File: src/rtl/mem_arb_pkg.sv
// Shared types and response encoding for the unified-memory arbiter.
package mem_arb_pkg;

    typedef enum logic [1:0] {
        IDLE   = 2'd0,
        BUSY_I = 2'd1,
        BUSY_D = 2'd2
    } arb_state_t;

    typedef enum logic {
        GNT_I = 1'b0,
        GNT_D = 1'b1
    } grant_t;

    // Completion code of a busy cycle: bit 0 = ready pulse, bit 1 = bus_err pulse.
    localparam logic [1:0] RSP_NONE = 2'b00;
    localparam logic [1:0] RSP_OK   = 2'b01;
    localparam logic [1:0] RSP_ERR  = 2'b11;

endpackage

File: src/rtl/arb_timer.sv
// Access watchdog: loaded on grant, counts down while the access is outstanding,
// flags expire in the cycle the budget of TIMEOUT busy cycles is used up.
module arb_timer #(
    parameter int TIMEOUT = 64
) (
    input  logic clk,
    input  logic reset,
    input  logic start,
    input  logic clear,
    output logic expire
);

    localparam int CNT_W = $clog2(TIMEOUT);
    localparam logic [CNT_W-1:0] LOAD = CNT_W'(TIMEOUT - 1);

    logic [CNT_W-1:0] count;
    logic             running;

    always_ff @(posedge clk or negedge reset) begin
        if (!reset) begin
            count   <= '0;
            running <= 1'b0;
        end else if (start) begin
            count   <= LOAD;
            running <= 1'b1;
        end else if (clear) begin
            count   <= '0;
            running <= 1'b0;
        end else if (running && count != '0) begin
            count <= count - 1'b1;
        end
    end

    assign expire = running && (count == '0);

endmodule

File: src/rtl/mem_arbiter.sv
// Single-port memory arbiter between the fetch and memory stages of the MIPS core,
// with registered memory handshake, starvation guard for fetch and access timeout.
module mem_arbiter
    import mem_arb_pkg::*;
#(
    parameter int STREAK_MAX = 4,
    parameter int TIMEOUT    = 64
) (
    input  logic        clk,
    input  logic        reset,
    input  logic        if_req,
    input  logic [31:0] if_addr,
    output logic [31:0] if_rdata,
    output logic        if_ready,
    input  logic        d_req,
    input  logic        d_we,
    input  logic [31:0] d_addr,
    input  logic [31:0] d_wdata,
    output logic [31:0] d_rdata,
    output logic        d_ready,
    output logic        stall_f,
    output logic        stall_m,
    output logic        m_req,
    output logic        m_we,
    output logic [31:0] m_addr,
    output logic [31:0] m_wdata,
    input  logic [31:0] m_rdata,
    input  logic        m_ack,
    output logic        bus_err,
    output logic        err_seen
);

    localparam int STREAK_W = $clog2(STREAK_MAX + 1);
    localparam logic [STREAK_W-1:0] STREAK_TOP = STREAK_W'(STREAK_MAX);

    arb_state_t          state;
    grant_t              gnt;
    logic [STREAK_W-1:0] streak;
    logic                ifElig;
    logic                dElig;
    logic                gntVld;
    logic                expire;
    logic                timerClear;
    logic [1:0]          rsp;

    function automatic logic [STREAK_W-1:0] streakNext(input logic [STREAK_W-1:0] cur,
                                                       input logic ifWaiting);
        if (!ifWaiting) return '0;
        return (cur == STREAK_TOP) ? cur : cur + 1'b1;
    endfunction

    // A port whose ready is high this cycle is dropping its request, so it must not be re-granted.
    always_comb begin
        ifElig = if_req & ~if_ready;
        dElig  = d_req & ~d_ready;
        gntVld = (state == IDLE) && (ifElig || dElig);
        gnt    = (dElig && (!ifElig || streak != STREAK_TOP)) ? GNT_D : GNT_I;
        rsp    = RSP_NONE;
        if (state != IDLE) begin
            if (m_ack) rsp = RSP_OK;
            else if (expire) rsp = RSP_ERR;
        end
        timerClear = (rsp != RSP_NONE);
    end

    arb_timer #(.TIMEOUT(TIMEOUT)) uTimer (
        .clk    (clk),
        .reset  (reset),
        .start  (gntVld),
        .clear  (timerClear),
        .expire (expire)
    );

    always_ff @(posedge clk or negedge reset) begin
        if (!reset) begin
            state    <= IDLE;
            streak   <= '0;
            m_req    <= 1'b0;
            m_we     <= 1'b0;
            m_addr   <= '0;
            m_wdata  <= '0;
            if_rdata <= '0;
            d_rdata  <= '0;
            if_ready <= 1'b0;
            d_ready  <= 1'b0;
            bus_err  <= 1'b0;
            err_seen <= 1'b0;
        end else begin
            if_ready <= 1'b0;
            d_ready  <= 1'b0;
            bus_err  <= 1'b0;
            case (state)
                IDLE: begin
                    if (gntVld) begin
                        m_req <= 1'b1;
                        if (gnt == GNT_D) begin
                            m_we    <= d_we;
                            m_addr  <= d_addr;
                            m_wdata <= d_wdata;
                            streak  <= streakNext(streak, if_req);
                            state   <= BUSY_D;
                        end else begin
                            m_we    <= 1'b0;
                            m_addr  <= if_addr;
                            m_wdata <= '0;
                            streak  <= '0;
                            state   <= BUSY_I;
                        end
                    end
                end
                BUSY_I, BUSY_D: begin
                    if (rsp != RSP_NONE) begin
                        m_req   <= 1'b0;
                        m_we    <= 1'b0;
                        bus_err <= rsp[1];
                        state   <= IDLE;
                        if (rsp[1]) err_seen <= 1'b1;
                        if (state == BUSY_I) begin
                            if_ready <= rsp[0];
                            if_rdata <= rsp[1] ? '0 : m_rdata;
                        end else begin
                            d_ready <= rsp[0];
                            // A completed store leaves the load data register untouched.
                            if (rsp[1]) d_rdata <= '0;
                            else if (!m_we) d_rdata <= m_rdata;
                        end
                    end
                end
                default: state <= IDLE;
            endcase
        end
    end

    assign stall_f = if_req & ~if_ready;
    assign stall_m = d_req & ~d_ready;

endmodule

File: config.mk
export PLATFORM = sky130hd
export DESIGN_NAME = mem_arbiter
export DESIGN_NICKNAME = d
export VERILOG_FILES = /design/src/rtl/mem_arb_pkg.sv /design/src/rtl/arb_timer.sv /design/src/rtl/mem_arbiter.sv
export SDC_FILE = /design/constraint.sdc
export NUM_CORES = 1
export LEC_CHECK = 0
export ABC_AREA = 1
export CAP_MARGIN = 0
export CORE_ASPECT_RATIO = 1.5
export CORE_MARGIN = 2
export CORE_UTILIZATION = 40
export DETAILED_ROUTE_END_ITERATION = 8
export PLACE_DENSITY_LB_ADDON = 0.3
export SLEW_MARGIN = 30
export SYNTH_ARGS = -nofsm -noshare
export SYNTH_HDL_FRONTEND = slang
export SYNTH_SLANG_ARGS = --single-unit
File: constraint.sdc
create_clock -name clk -period 2.6 [get_ports clk]
set_clock_uncertainty 0.15 [all_clocks]
set_input_delay 0.52 -clock clk [delete_from_list [all_inputs] [get_ports clk]]
set_output_delay 0.52 -clock clk [all_outputs]
set_load 0.02 [all_outputs]
==> results.sh, run 1 <==
export IMPL_insertion_delay_ns=0.41
export IMPL_place_congestion=0.8084
export IMPL_maxCapViolCount=0
export IMPL_drive_above_1_share_pct=7.654
export IMPL_cts_root_buffer="clkbuf_16"
export IMPL_power_leakage_nw=4.648
export IMPL_hp_start="d_rdata[30]"
export IMPL_io_pins=270
export IMPL_clock_sinks=146
export IMPL_dpl_cell_area_mm2=0.009358
export IMPL_reg2reg_slack_ns=0.49
export IMPL_syn_cell_area_mm2=0.006494
export IMPL_grt_use_total_pct=22.74
export IMPL_num_rows=57
export IMPL_drt_pre_antenna_iters=4
export IMPL_routed_wl_um=19310
export IMPL_rr_worst_depth=9
export IMPL_arrival_ns=1.80
export IMPL_die_h_um=160.1
export IMPL_avgSynthCellArea_um2=8.945
export IMPL_fin_area_mm2=0.009951
export IMPL_cp_slowest_cell="clkdlybuf4s50_1"
export IMPL_clockBufferDepth=2
export IMPL_peakVddDrop_v=0.0005715
export IMPL_rsz0062_at_grt="false"
export IMPL_hold_class="register to register"
export IMPL_yosysWarnings=0
export IMPL_cpPeakStageDelay_ns=0.59
export IMPL_dp_hpwl_um=13860
export IMPL_grt_overflow=0
export IMPL_post_cts_setup_buffers=0
export IMPL_numPortBuffers=269
export IMPL_power_total_w=0.01239
export IMPL_finalCritPeriodShare_pct=94.93
export IMPL_area_delta_synth_final_pct=53.24
export IMPL_setup_viol=0
export IMPL_critPathLaunchType="input port"
export IMPL_clk_pin_slew_worst_paths_ns=0.07
export IMPL_end_kind="output pin"
export IMPL_wl_per_cell_um=15.92
export IMPL_setup_tns_ns=0
export IMPL_grt_pass1_vias=6065
export IMPL_path_class="input port to output pin"
export IMPL_drtIter0Drc=322
export IMPL_slew_limit_headroom_pct=59.30
export IMPL_dieArea_mm2=0.01729
export IMPL_syn_num_nets=865
export IMPL_coreArea_mm2=0.01605
export IMPL_n_fill_cell=1402
export IMPL_fin_crit_ns=2.468
export IMPL_r2r_start="uTimer.count[0]"
export IMPL_place_inst=1179
export IMPL_nNetsFinal=1132
export IMPL_ys_ff_latch=146
export IMPL_ant_nets=0
export IMPL_h_tree_depth=4
export IMPL_die_w_um=108.0
export IMPL_maxSlewViolCount=0
export IMPL_drc=0
export IMPL_grt_max_degree=58
export IMPL_hold_viol=0
export IMPL_ys_seq_area_share_pct=56.26
export IMPL_reg2reg_to="d_rdata[5]"
export IMPL_netlist_area_leader_share_pct=56.26
export IMPL_crit_top_cell="clkdlybuf4s50_1"
export IMPL_max_slew_worst_pin_slew_ns=0.6096
export IMPL_crit_chain="clkdlybuf4s50_1, nand2_1, inv_1, clkdlybuf4s50_1"
export IMPL_stdcell_count=1213
export IMPL_critPathTopFamily="buffers and inverters"
export IMPL_numCtsBuffers=17
export IMPL_timing_fmax_mhz=405.2
export IMPL_crit_fanout=3
export IMPL_ys_types=30
export IMPL_power_density_mw_per_mm2=1245
export IMPL_required_ns=1.93
export IMPL_start_util_pct=40.47
export IMPL_vias_per_cell=4.876
export IMPL_synth_top_cell_by_area="dfrtp_1"
export IMPL_antenna_found_initial=1
export IMPL_cts_tree="yes"
export IMPL_via_count=5914
export IMPL_cp_num_buf_inv=3
export IMPL_hold_depth=2
export IMPL_grt_pass1_wl_um=30930
export IMPL_postSynthCellCount=726
export IMPL_min_to="d_rdata[30]"
export IMPL_fin_hold_ws_ns=0.3226
export IMPL_synth_area_leaders="dfrtp_1 56%, nand2_1 11%, a21oi_1 4.9%"
export IMPL_outcome="completed"
cell usage in the layout, fill, tap and decap left out, drive strengths merged, types with 18 or more instances in the layout:
master	Yosys	layout
dfrtp	146	146
nand3	42	42
a22o	32	32
inv	56	64
clkdlybuf4s50	0	268
a21oi	65	65
clkbuf	8	18
nand2	202	202
buf	34	21
o21ai	37	37
nor2	86	86
cells in the mapped netlist:
| library cell | instances |
|---|---|
| nand3_1 | 41 |
| buf_2 | 12 |
| nor2_1 | 80 |
| o21ai_0 | 9 |
| dfrtp_1 | 146 |
| nand2_2 | 5 |
| nand4_2 | 2 |
| o21ai_1 | 27 |
| o211ai_1 | 1 |
| nand3_4 | 1 |
| nor3_1 | 1 |
| xor2_1 | 1 |
| ha_1 | 5 |
| nand4_1 | 2 |
| nor2_2 | 2 |
| or2_2 | 3 |
| clkbuf_1 | 8 |
| inv_2 | 4 |
| buf_4 | 10 |
| nand2_4 | 1 |
| o21bai_1 | 1 |
| inv_1 | 52 |
| o21ai_4 | 1 |
| nor2_4 | 4 |
| a21oi_1 | 64 |
| a22o_1 | 32 |
| xnor2_1 | 2 |
| nand2_1 | 196 |
| a21oi_2 | 1 |
| buf_6 | 12 |
cell families (layout without fill, tap and decap cells):
kind of cell,after synthesis,after routing,synth area share [%]
buf+inv,98,378,7.861
xor+xnor,3,3,0.4047
other cells,0,1,0
flops,146,146,56.26
compound gates,136,136,12.64
simple gates,338,338,21.87
fa+ha+maj,5,5,0.9634
flip-flops by register name, indices dropped and copies added (netlist names):
name	count
if_ready	1
if_rdata	32
d_ready	1
err_seen	1
m_we	1
m_wdata	32
uTimer.count	6
m_addr	32
uTimer.running	1
d_rdata	32
m_req	1
streak	3
state	2
bus_err	1
report_power, final:
part | switching [W] | internal [W] | total [W]
clock network | 0.00102 | 0.00138 | 0.00240
registers | 0.000590 | 0.00333 | 0.00392
logic | 0.00335 | 0.00272 | 0.00607
worst register-to-register path, cell delays in order (launching register included):
cell and delay [ns]:
dfrtp_1 0.41, inv_1 0.11, ha_1 0.24, nand2_2 0.09, nor2_4 0.12, nand4_2 0.15, nand2_2 0.13, nand3_4 0.36
nand2_1 0.19, nand2_1 0.06
repair_timing:
item                                   CTS  global route
gates resized for setup                  0             0
hold buffers                             1             0
endpoints found under the hold margin   53             0
metrics by stage:
stage	utilization (%)	setup slack, ns
finish	62.01	0.1319
global route	62.01	0.08774
CTS	62.00	0.1375
detailed placement	58.32	0.1432
global placement	58.32	0.1678
floorplan	-	0.8531
per-layer routing:
| metal | routed length (um) | vias up | GRT usage (%) |
|---|---|---|---|
| li1 | - | 2875 | - |
| met1 | 7408 | 2807 | 25.44 |
| met3 | 1578 | 38 | 7.265 |
| met4 | 620 | 0 | 9.732 |
| met2 | 9703 | 194 | 39.22 |
| met5 | 0 | - | 0 |
how the worst max path moves through the flow:
stage	end	cells past startpoint	startpoint
floorplan	m_addr[0]	9	d_req
global placement	stall_m	4	d_req
detailed placement	stall_f	4	if_req
CTS	stall_f	4	if_req
global route	stall_f	4	if_req
finish	stall_f	4	if_req
final cells by class:
class / count / area, um^2 / area share [%]
flip-flops and latches: 146 / 3654 / 36.72
repair buffers: 290 / 2917 / 29.31
multi-input cells: 482 / 2330 / 23.41
diodes: 1 / 2.502 / 0.02515
well taps: 206 / 257.7 / 2.590
inverters: 56 / 210.2 / 2.112
clock inverters: 14 / 141.4 / 1.421
clock buffers: 18 / 439.2 / 4.413
Power figures use the tool's default switching activity.
==> run 2: changes to the inputs <==
--- a/config.mk
+++ b/config.mk
@@ -7,11 +7,14 @@
 export LEC_CHECK = 0
 export ABC_AREA = 1
 export CAP_MARGIN = 0
+export CELL_PAD_IN_SITES_DETAIL_PLACEMENT = 1
+export CELL_PAD_IN_SITES_GLOBAL_PLACEMENT = 1
 export CORE_ASPECT_RATIO = 1.5
 export CORE_MARGIN = 2
-export CORE_UTILIZATION = 40
+export CORE_UTILIZATION = 33
 export DETAILED_ROUTE_END_ITERATION = 8
-export PLACE_DENSITY_LB_ADDON = 0.3
+export PLACE_DENSITY_LB_ADDON = 0.1
+export RECOVER_POWER = 100
 export SLEW_MARGIN = 30
 export SYNTH_ARGS = -nofsm -noshare
 export SYNTH_HDL_FRONTEND = slang
==> results.sh, run 2 (same netlist as run 1, synthesis figures left out) <==
export IMPL_h_tree_depth=4
export IMPL_routed_wl_um=21760
export IMPL_wl_per_cell_um=17.25
export IMPL_grt_pass1_wl_um=35150
export IMPL_p_seq_share_pct=31.3
export IMPL_pre_cts_ws_ns=0.1417
export IMPL_dp_hpwl_um=15590
export IMPL_nNetsFinal=1132
export IMPL_required_ns=1.93
export IMPL_p_int_w=0.007392
export IMPL_ant_nets=0
export IMPL_insertion_delay_ns=0.42
export IMPL_place_congestion=0.7653
export IMPL_fin_ws_ns=0.1377
export IMPL_critPathLaunchType="input port"
export IMPL_cts_root_buffer="clkbuf_16"
export IMPL_r2r_start="uTimer.count[0]"
export IMPL_outcome="completed"
export IMPL_clock_sinks=146
export IMPL_die_h_um=175.8
export IMPL_setup_viol=0
export IMPL_arrival_ns=1.79
export IMPL_hold_viol=0
export IMPL_max_slew_worst_pin_slew_ns=1.191
export IMPL_power_density_mw_per_mm2=1236
export IMPL_pwr_share_clk_pct=22.0
export IMPL_n_fill_cell=2293
export IMPL_slew_limit_headroom_pct=20.59
export IMPL_multi_input_area_mm2=0.002305
export IMPL_timing_fmax_mhz=406.1
export IMPL_reg2reg_slack_ns=0.29
export IMPL_cts_tree="yes"
export IMPL_end_kind="output pin"
export IMPL_diodes=0
export IMPL_drt_pre_antenna_iters=4
export IMPL_via_count=5964
export IMPL_clk_pin_slew_worst_paths_ns=0.06
export IMPL_setup_tns_ns=0
export IMPL_die_w_um=118.5
export IMPL_maxSlewViolCount=0
export IMPL_drtIter0Drc=218
export IMPL_num_rows=62
export IMPL_io_pins=270
export IMPL_drive_above_1_share_pct=6.468
export IMPL_dieArea_mm2=0.02084
export IMPL_antenna_found_initial=0
export IMPL_hp_start="d_rdata[28]"
export IMPL_drc=0
export IMPL_grt_max_degree=61
export IMPL_p_sw_w=0.004967
export IMPL_hold_class="register to register"
export IMPL_coreArea_mm2=0.01924
export IMPL_grt_pass1_vias=6269
export IMPL_fin_crit_ns=2.462
export IMPL_mostFrequentLayoutCell="nand2_1"
export IMPL_numPortBuffers=269
export IMPL_clockBufferDepth=2
export IMPL_rsz0062_at_grt="false"
export IMPL_crit_fanout=3
export IMPL_numCtsBuffers=17
export IMPL_final_cell_mix="200 x nand2_1, 146 x dfrtp_1, 135 x dlygate4sd3_1, 134 x clkdlybuf4s50_1, 81 x nor2_1"
export IMPL_vias_per_cell=4.730
export IMPL_power_leakage_nw=4.814
export IMPL_path_class="input port to output pin"
export IMPL_finalCritPeriodShare_pct=94.70
export IMPL_peakVddDrop_v=0.0005104
export IMPL_maxCapViolCount=0
export IMPL_grt_use_total_pct=21.42
export IMPL_seq_area_mm2=0.003654
export IMPL_switching_share_pct=40.19
export IMPL_start_util_pct=33.75
export IMPL_p_comb_share_pct=46.6
export IMPL_grt_overflow=0
export IMPL_startpoint="d_req"
export IMPL_area_delta_synth_final_pct=54.03
[run 2: what timing repair did]
item | CTS | global route
hold endpoints to repair | 40 | 0
hold buffers | 1 | 0
buffers inserted | 0 | 0
resized for setup | 0 | 0
[run 2: per-stage QoR]
| step | cells | utilization (%) | instance area, um^2 | power (W) | hold slack (ns) |
|---|---|---|---|---|---|
| 4_1_cts | 1261 | 52.39 | 10080 | 0.01301 | 0.3240 |
| 3_5_place_dp | 1229 | 48.97 | 9420 | 0.01023 | 0.3084 |
| 2_1_floorplan | 726 | - | 6494 | 0.007204 | 0.07441 |
| 5_1_grt | 1261 | 51.99 | 10000 | 0.01320 | 0.3419 |
| 6_report | 1261 | 51.99 | 10000 | 0.01236 | 0.3146 |
| 3_3_place_gp | 1229 | 48.97 | 9420 | 0.01010 | 0.3036 |
[run 2: layer usage]
metal | vias up | track usage [%] | share of wire, %
li1 | 2871 | - | -
met1 | 2882 | 26.17 | 41
met2 | 191 | 36.81 | 51
met3 | 20 | 6.039 | 6.4
met4 | 0 | 6.151 | 1.5
met5 | - | 0 | 0
[run 2: power by group through the flow]
stage / clock network [W] / logic [W] / registers (W)
4_1_cts: 0.00278 / 0.00629 / 0.00394
6_report: 0.00272 / 0.00576 / 0.00387
5_1_grt: 0.00287 / 0.00630 / 0.00404
3_5_place_dp: 0 / 0.00627 / 0.00397
2_1_floorplan: 0 / 0.00209 / 0.00511
3_3_place_gp: 0 / 0.00618 / 0.00392
[run 2: worst paths after layout]
| check | cells after the start | to |
|---|---|---|
| worst max-delay path | 4 | stall_m |
| worst min-delay path | 2 | d_rdata[28] |
| worst max register to register | 9 | d_rdata[15] |
| worst min register to register | 2 | d_rdata[28] |
| max in group asynchronous | 3 | d_rdata[24] |
| min in group asynchronous | 2 | m_addr[31] |
[run 2: layout make-up]
| type | instances | area share (%) |
|---|---|---|
| well taps | 256 | 3.202 |
| inverters | 56 | 2.102 |
| repair buffers | 290 | 28.63 |
| clock inverters | 13 | 2.102 |
| flip-flops and latches | 146 | 36.53 |
| clock buffers | 18 | 4.391 |
| multi-input cells | 482 | 23.04 |
[run 2: critical path, cell delays in order]
cell,delay [ns]
clkdlybuf4s50_1,0.46
inv_1,0.06
nor2_4,0.13
clkdlybuf4s50_1,0.62
==> run 3: changes to the inputs <==
--- a/config.mk
+++ b/config.mk
@@ -12,6 +12,7 @@
 export CORE_ASPECT_RATIO = 1.5
 export CORE_MARGIN = 2
 export CORE_UTILIZATION = 33
+export CTS_CLUSTER_SIZE = 16
 export DETAILED_ROUTE_END_ITERATION = 8
 export PLACE_DENSITY_LB_ADDON = 0.1
 export RECOVER_POWER = 100
==> results of run 3 <==
Final layout, timing and power as in run 2 (identical DEF).
